### config.mk
export PLATFORM = sky130hd
export DESIGN_NAME = tword_splitter_flat
export DESIGN_NICKNAME = d
export VERILOG_FILES = /design/src/rtl/tword_splitter_pkg.sv /design/src/rtl/tword_splitter_if.sv /design/src/rtl/tword_splitter.sv /design/src/flat_wrapper.sv
export SDC_FILE = /design/constraint.sdc
export NUM_CORES = 1
export LEC_CHECK = 0
export ABC_CLOCK_PERIOD_IN_PS = 2450
export CORE_ASPECT_RATIO = 2
export CORE_UTILIZATION = 50
export DETAILED_ROUTE_END_ITERATION = 16
export PLACE_DENSITY = 0.84
export SYNTH_ARGS = -nofsm -noshare
export SYNTH_HDL_FRONTEND = slang
export SYNTH_SLANG_ARGS = --single-unit
### constraint.sdc
create_clock -name CLK -period 2.45 [get_ports CLK]
set_input_delay 0.245 -clock CLK [delete_from_list [all_inputs] [get_ports CLK]]
set_output_delay 0.245 -clock CLK [all_outputs]
set_load 0.02 [all_outputs]
### src/rtl/tword_splitter_pkg.sv
// Shared definitions for the wide-to-narrow stream splitter: sizing helper,
// controller state encoding and the narrow beat pair used by downstream consumers.
package tword_splitter_pkg;

  localparam int DEF_WIDTH = 32;
  localparam int DEF_RATIO = 4;

  // Bits needed to index n beats; never narrower than one bit.
  function automatic int cnt_width(input int n);
    return (n <= 2) ? 1 : $clog2(n);
  endfunction

  typedef enum logic {
    ST_IDLE = 1'b0,
    ST_BUSY = 1'b1
  } state_t;

  typedef struct packed {
    logic [DEF_WIDTH-1:0] data;
    logic                 last;
  } beat_t;

endpackage

### src/rtl/tword_splitter_if.sv
// Wide upstream side (ACTL/NEXTL/DI/CNTL) and narrow downstream side
// (ACTH/NEXTH/DO/LASTH) of the splitter, bundled for port connection.
interface tword_splitter_if
  import tword_splitter_pkg::*;
#(
  parameter int WIDTH = DEF_WIDTH,
  parameter int RATIO = DEF_RATIO
);
  localparam int CW = cnt_width(RATIO);

  // Handshake: a transfer happens on a rising CLK edge where valid (ACTL/ACTH)
  // and ready (NEXTL/NEXTH) are both high; a raised valid with its payload
  // stays put until that edge, while ready may rise and fall freely.
  logic                   ACTL;
  logic                   NEXTL;
  logic [RATIO*WIDTH-1:0] DI;
  logic [CW-1:0]          CNTL;
  logic                   ACTH;
  logic                   NEXTH;
  logic [WIDTH-1:0]       DO;
  logic                   LASTH;

  modport master (
    output ACTL, DI, CNTL, NEXTH,
    input  NEXTL, ACTH, DO, LASTH
  );

  modport slave (
    input  ACTL, DI, CNTL, NEXTH,
    output NEXTL, ACTH, DO, LASTH
  );

endinterface

### src/rtl/tword_splitter.sv
// Serializes one wide word into 1..RATIO narrow beats, low slice first, with a
// registered output stage that can take the next word on the last-beat cycle.
module tword_splitter
  import tword_splitter_pkg::*;
#(
  parameter int WIDTH = DEF_WIDTH,
  parameter int RATIO = DEF_RATIO
) (
  input  logic             CLK,
  input  logic             RESET,
  tword_splitter_if.slave  bus,
  output state_t           state_dbg
);

  localparam int            CW      = cnt_width(RATIO);
  localparam logic [CW-1:0] CNT_MAX = CW'(RATIO - 1);

  state_t                       state_q, state_d;
  logic [RATIO-1:0][WIDTH-1:0]  hold_q;
  logic [CW-1:0]                cnt_q;
  logic [CW-1:0]                idx_q;
  logic                         acth_q;
  logic                         lasth_q;
  logic [WIDTH-1:0]             beat_q;

  logic          busy;
  logic          adv;
  logic          at_last;
  logic          emit;
  logic          fin;
  logic          nextl;
  logic          accept;
  logic [CW-1:0] cntl_clamped;

  // Out-of-range counts only exist when RATIO is not a power of two.
  generate
    if ((1 << CW) > RATIO) begin : g_clamp
      assign cntl_clamped = (bus.CNTL > CNT_MAX) ? CNT_MAX : bus.CNTL;
    end else begin : g_noclamp
      assign cntl_clamped = bus.CNTL;
    end
  endgenerate

  always_comb begin
    state_d = state_q;
    busy    = (state_q == ST_BUSY);
    adv     = ~acth_q | bus.NEXTH;
    at_last = (idx_q == cnt_q);
    emit    = busy & adv;
    fin     = emit & at_last;
    nextl   = ~busy | fin;
    accept  = bus.ACTL & nextl;
    if (accept) begin
      state_d = ST_BUSY;
    end else if (fin) begin
      state_d = ST_IDLE;
    end
  end

  always_ff @(posedge CLK or negedge RESET) begin
    if (!RESET) begin
      state_q <= ST_IDLE;
    end else begin
      state_q <= state_d;
    end
  end

  // Holding register: a new word may overwrite it in the same cycle its
  // last beat moves into the output register.
  always_ff @(posedge CLK or negedge RESET) begin
    if (!RESET) begin
      hold_q <= '0;
      cnt_q  <= '0;
      idx_q  <= '0;
    end else if (accept) begin
      hold_q <= bus.DI;
      cnt_q  <= cntl_clamped;
      idx_q  <= '0;
    end else if (emit && !at_last) begin
      idx_q  <= idx_q + CW'(1);
    end
  end

  always_ff @(posedge CLK or negedge RESET) begin
    if (!RESET) begin
      acth_q  <= 1'b0;
      lasth_q <= 1'b0;
      beat_q  <= '0;
    end else if (emit) begin
      acth_q  <= 1'b1;
      lasth_q <= at_last;
      beat_q  <= hold_q[idx_q];
    end else if (adv) begin
      acth_q  <= 1'b0;
    end
  end

  assign bus.NEXTL = nextl;
  assign bus.ACTH  = acth_q;
  assign bus.LASTH = lasth_q;
  assign bus.DO    = beat_q;
  assign state_dbg = state_q;

endmodule
### src/flat_wrapper.sv
// flat-port wrapper written by rule: the top's interface ports become plain ports
module tword_splitter_flat import tword_splitter_pkg::*;
#(
  parameter int WIDTH = DEF_WIDTH,
  parameter int RATIO = DEF_RATIO
)
  (CLK, RESET, state_dbg, bus_ACTL, bus_DI, bus_CNTL, bus_NEXTH, bus_NEXTL, bus_ACTH, bus_DO, bus_LASTH);
  tword_splitter_if #(.WIDTH(WIDTH), .RATIO(RATIO)) bus_i ();
  input  logic CLK;
  input  logic RESET;
  output state_t state_dbg;
  input wire logic [$bits(bus_i.ACTL)-1:0] bus_ACTL;
  input wire logic [$bits(bus_i.DI)-1:0] bus_DI;
  input wire logic [$bits(bus_i.CNTL)-1:0] bus_CNTL;
  input wire logic [$bits(bus_i.NEXTH)-1:0] bus_NEXTH;
  output wire logic [$bits(bus_i.NEXTL)-1:0] bus_NEXTL;
  output wire logic [$bits(bus_i.ACTH)-1:0] bus_ACTH;
  output wire logic [$bits(bus_i.DO)-1:0] bus_DO;
  output wire logic [$bits(bus_i.LASTH)-1:0] bus_LASTH;
  assign bus_i.ACTL = bus_ACTL;
  assign bus_i.DI = bus_DI;
  assign bus_i.CNTL = bus_CNTL;
  assign bus_i.NEXTH = bus_NEXTH;
  assign bus_NEXTL = bus_i.NEXTL;
  assign bus_ACTH = bus_i.ACTH;
  assign bus_DO = bus_i.DO;
  assign bus_LASTH = bus_i.LASTH;
  tword_splitter #(.WIDTH(WIDTH), .RATIO(RATIO)) u_core (.CLK(CLK), .RESET(RESET), .bus(bus_i), .state_dbg(state_dbg));
endmodule
==> results.yml, run 1 <==
routing:
  wl_per_cell_um: 21.1
  vias_per_cell: 5.37
  drt_wl_total_um: 16700
  first_iter_violations: 158
  vias: 4250
  ant_nets: 0
  post-route-drc-count: 0
  drt_first_pass_iters: 4
yosys:
  yosysWarningCount: 0
  synthCells: 407
  synth_nets: 541
  ys_seq_area_frac: 0.561
  ys_ff_latch: 167
  synth.cell_area_um2: 7440
  syn_area_per_cell_um2: 18.3
  synth.distinct_cells: 23
power:
  power_density_nw_per_um2: 1440
  p_total_mw: 14.4
  irDropWorstVdd_mv: 0.720
  power.switching_mw: 4.45
  power_frac_comb: 0.464
  seq_power_share: 0.352
  p_int_mw: 9.96
  p_clk_frac: 0.184
  p_leak_nw: 4.49
  switching_share: 0.309
final_layout:
  layout_common_cells: "168 x clkdlybuf4s50_1, 165 x dfrtp_1, 100 x mux2_4"
  fin_nets: 719
  syn_to_final_growth_pct: 34.6
  design_area_um2: 10000
  final_common_cell: "clkdlybuf4s50_1"
  final_util: 0.695
  drive_gt1_frac: 0.413
grt:
  grt_max_degree: 67
  grt_pass1_vias: 4954
  gr-total-overflow: 0
  grt_antenna_before_repair: 1
  grt_usage: 0.233
  grt_first_pass_wirelength_um: 26300
worst_setup_path:
  crit_buf_inv: 1
  start_kind: "register"
  worstSetupPathType: "register to output pin"
  rrSetupSlack_ps: 500
  cp.arrival_ps: 2090
  critical_path.cell_chain: "xor2_1 > o31ai_4 > clkdlybuf4s50_1"
  end_kind: "output pin"
  critPathSlowestCell: "clkdlybuf4s50_1"
  path_max_fanout: 3
  required_ps: 2200
  slowest_delay_ps: 680
  cp_top_family: "buffers and inverters"
sta:
  fin_skew_ps: 12.1
  post-route-min-period_ps: 2330
  rsz0062_at_grt: "false"
  final.setup.worst_slack_ps: 118
  relSlewSlack: 0.588
  fmax_ghz: 0.429
  slew_viol_final: 0
  final-hold-violation-count: 0
  setup_violations: 0
  fin_setup_tns_ps: 0
  period_share: 0.952
  tightest_slew_ps: 618
clock_tree:
  cts_buffers: 17
  cts_setup_buffers: 0
  clk_pin_slew_worst_paths_ps: 70
  cts_root_buffer: "clkbuf_16"
  cts_sinks: 167
  clk_latency_ps: 420
  cts_htree_levels: 4
  clock_path_buffers: 2
  cts_tree: "yes"
die:
  pin_count: 170
  dieArea_um2: 15400
  die_x_um: 88.3
  core_um2: 14400
  die_h_um: 175
  rows: 62
  start_util: 0.516
placed_design:
  gp_congestion: 0.787
  hpwl_um: 11800
  port_buffers: 169
  placed_cell_area_um2: 9420
  place_ws_ps: 294
worst_hold_path:
  min_path_type: "input port to async pin"
job:
  drv_cap: 0
run_status:
  outcome: "finished clean"
## power by group through the flow
| stage | logic, mW | registers [mW] | clock network, mW |
|---|---|---|---|
| finish | 6.68 | 5.08 | 2.65 |
| CTS | 6.76 | 5.07 | 2.70 |
| detailed placement | 6.73 | 5.07 | 0 |
| floorplan | 4.68 | 5.14 | 0 |
| global route | 7.07 | 5.22 | 2.82 |
| global placement | 6.46 | 4.96 | 0 |
## cells by family after synthesis
kind of cell | count (synthesis) | share of synthesized area
simple gates | 10 | 0.00807
compound gates | 8 | 0.00958
mux | 194 | 0.392
buf+inv | 26 | 0.0264
xor+xnor | 2 | 0.00235
flops | 167 | 0.561
## synth_stat cells (all sizes together)
cell type | instances | share of area
dfrtp | 167 | 0.56
mux2 | 162 | 0.30
mux4 | 32 | 0.097
buf | 19 | 0.023
clkbuf | 6 | 0.0030
nand2 | 3 | 0.0018
nand2b | 3 | 0.0025
o21ai | 2 | 0.0013
xor2 | 2 | 0.0024
a211o | 1 | 0.0012
a21oi | 1 | 0.00067
a22o | 1 | 0.0012
a41o | 1 | 0.0013
and3 | 1 | 0.00084
inv | 1 | 0.00050
nor2b | 1 | 0.00084
nor4b | 1 | 0.0012
o211ai | 1 | 0.0010
o31ai | 1 | 0.0029
or2 | 1 | 0.00084
## layout make-up
type                    count  area [um^2]
well taps                 192          240
clock buffers              19          453
fillers                   979         4410
diodes                      1         2.50
multi-input cells         214         3090
repair buffers            184         1920
flip-flops and latches    167         4180
clock inverters            13          135
inverters                   1         3.75
## final timing paths
kind	startpoint	to	cells after the start
max	u_core.idx_q[1]	bus_NEXTL	3
min	RESET	u_core.hold_q[58]	2
max reg2reg	u_core.idx_q[1]	u_core.hold_q[122]	5
min reg2reg	u_core.bus.DO[5]	u_core.bus.DO[5]	1
max in group asynchronous	RESET	u_core.hold_q[108]	3
min in group CLK	bus_DI[113]	u_core.hold_q[113]	2
## per-layer routing
layer | global-route usage | vias up | share of wire | routed length, um
li1 | - | 1860 | - | -
met4 | 0.127 | 0 | 0.042 | 709
met5 | 0 | - | 0 | 0
met3 | 0.0432 | 45 | 0.042 | 700
met1 | 0.256 | 2199 | 0.36 | 5960
met2 | 0.412 | 146 | 0.56 | 9360
## timing repair
item	4_1_cts	5_1_grt
gates resized for setup	0	0
hold buffers	1	0
endpoints found under the hold margin	64	0
## stage by stage
step / hold WS [ps] / std cells
floorplan: -50.6 / 407
global placement: 270 / 757
detailed placement: 285 / 757
CTS: 398 / 790
global route: 424 / 791
finish: 387 / 791
## sequential cells by signal, indices dropped and copies added (netlist names)
signal / flops
u_core.bus.DO: 32
u_core.idx_q: 2
u_core.bus.LASTH: 1
u_core.hold_q: 128
u_core.cnt_q: 2
u_core.state_dbg: 1
u_core.bus.ACTH: 1
(Power assumes the default switching activity.)
==> run 2, diff against run 1 <==
--- a/config.mk
+++ b/config.mk
@@ -6,6 +6,7 @@
 export NUM_CORES = 1
 export LEC_CHECK = 0
 export ABC_CLOCK_PERIOD_IN_PS = 2450
+export CAP_MARGIN = 20
 export CORE_ASPECT_RATIO = 2
 export CORE_UTILIZATION = 50
 export DETAILED_ROUTE_END_ITERATION = 16
@@ -13,3 +14,4 @@
 export SYNTH_ARGS = -nofsm -noshare
 export SYNTH_HDL_FRONTEND = slang
 export SYNTH_SLANG_ARGS = --single-unit
+export TNS_END_PERCENT = 100
==> results of run 2 <==
No change in the layout: final DEF, timing and power equal those of run 1.
==> run 3, diff against run 2 <==
--- a/config.mk
+++ b/config.mk
@@ -11,6 +11,7 @@
 export CORE_UTILIZATION = 50
 export DETAILED_ROUTE_END_ITERATION = 16
 export PLACE_DENSITY = 0.84
+export RECOVER_POWER = 25
 export SYNTH_ARGS = -nofsm -noshare
 export SYNTH_HDL_FRONTEND = slang
 export SYNTH_SLANG_ARGS = --single-unit
==> run 3 against run 2 <==
Against the previous run:
- die area did not move
- clock-buffer cell count did not move
- sequential cell count did not move
- the run now ends with max-capacitance violations, max-slew violations left
- first-iteration DRC count fell by 3.8%
- combinational power barely moved
- register-to-register slack barely moved
- routed wire length barely moved
- worst setup slack got worse by 4.5 ps
- critical path depth did not move
==> results.yml, run 3 (same netlist as run 1, synthesis figures left out) <==
run_status:
  outcome: "complete, but fails checks"
  failed_checks: "max-capacitance violations, max-slew violations"
worst_setup_path:
  path_max_fanout: 3
  cp_top_family: "buffers and inverters"
  critical_path.cell_chain: "xor2_1 > o31ai_4 > clkdlybuf4s50_1"
  critPathSlowestCell: "clkdlybuf4s50_1"
  crit_buf_inv: 1
  end_kind: "output pin"
  start_kind: "register"
  required_ps: 2200
  cp.arrival_ps: 2090
  slowest_delay_ps: 680
  worstSetupPathType: "register to output pin"
clock_tree:
  cts_root_buffer: "clkbuf_16"
  clk_pin_slew_worst_paths_ps: 70
  ctsResizeCount: 0
  cts_hold_buf: 1
  cts_htree_levels: 4
  cts_sinks: 167
  cts_setup_buffers: 0
  clk_latency_ps: 420
  clock_path_buffers: 2
  cts_tree: "yes"
  cts_buffers: 17
power:
  power_density_nw_per_um2: 1440
  irDropWorstVdd_mv: 0.719
  p_total_mw: 14.4
  p_leak_nw: 4.48
die:
  die_h_um: 175
  pin_count: 170
  dieArea_um2: 15400
  die_x_um: 88.3
  start_util: 0.516
  rows: 62
  core_um2: 14400
routing:
  first_iter_violations: 152
  wl_per_cell_um: 21.2
  ant_nets: 0
  drt_first_pass_iters: 4
  post-route-drc-count: 0
  drt_wl_total_um: 16700
  vias: 4230
  vias_per_cell: 5.35
sta:
  slew_viol_final: 65
  final-hold-violation-count: 0
  tightest_slew_ps: 1670
  fin_skew_ps: 12.3
  post-route-min-period_ps: 2340
  fmax_ghz: 0.428
  relSlewSlack: -0.113
  setup_violations: 0
  rsz0062_at_grt: "false"
  period_share: 0.954
  fin_setup_tns_ps: 0
  final.setup.worst_slack_ps: 114
final_layout:
  final_common_cell: "clkdlybuf4s50_1"
  fin_nets: 719
  layout_common_cells: "168 x clkdlybuf4s50_1, 165 x dfrtp_1, 100 x mux2_4"
  drive_gt1_frac: 0.413
  syn_to_final_growth_pct: 34.5
  largest_reg_flops: 128
  top_register: "u_core.hold_q"
job:
  drv_cap: 1
grt:
  gr-total-overflow: 0
  grt_pass1_vias: 4954
  busiest_layer: "met2"
  grt_antenna_before_repair: 1
  grtUsageMet1: 0.256
  grt_usage: 0.233
  grt_use_met2: 0.412
  met3_usage: 0.0432
  grt_max_degree: 67
  grt_first_pass_wirelength_um: 26300
worst_hold_path:
  min_path_type: "input port to register"
placed_design:
  port_buffers: 169
  hpwl_um: 11800
  place_ws_ps: 294
  gp_congestion: 0.787
run 3: routing by layer:
layer | vias to the layer above | share of wire
met5 | - | 0
met4 | 0 | 0.043
met2 | 147 | 0.56
met3 | 47 | 0.039
li1 | 1856 | -
met1 | 2180 | 0.36
run 3: through the flow:
stage               cells  hold WS (ps)   util  instance area [um^2]
global placement      757           270  0.653                  9420
CTS                   790           398  0.694                 10000
detailed placement    757           285  0.653                  9420
global route          791           428  0.694                 10000
finish                791           432  0.694                 10000
floorplan             407         -50.6      -                  7440
run 3: path summary, 6_finish.rpt:
kind,slack (ps),start,cells after the start,endpoint
setup reg to reg,500,u_core.idx_q[1],5,u_core.hold_q[69]
max in group asynchronous,640,RESET,3,u_core.hold_q[46]
setup / recovery,110,u_core.idx_q[1],3,bus_NEXTL
min in group asynchronous,790,RESET,2,u_core.hold_q[58]
hold / removal,430,bus_DI[113],2,u_core.hold_q[113]
hold reg to reg,500,u_core.bus.DO[5],1,u_core.bus.DO[5]
run 3: cell type report:
class | instances | area, um^2
diodes | 1 | 2.50
inverters | 1 | 3.75
clock buffers | 19 | 453
flip-flops and latches | 167 | 4180
fillers | 980 | 4410
repair buffers | 184 | 1910
multi-input cells | 214 | 3090
clock inverters | 13 | 135
well taps | 192 | 240
run 3: power breakdown:
part / internal (mW) / total [mW] / switching (mW)
clock network: 1.48 / 2.65 / 1.17
logic: 4.24 / 6.68 / 2.44
registers: 4.23 / 5.08 / 0.848
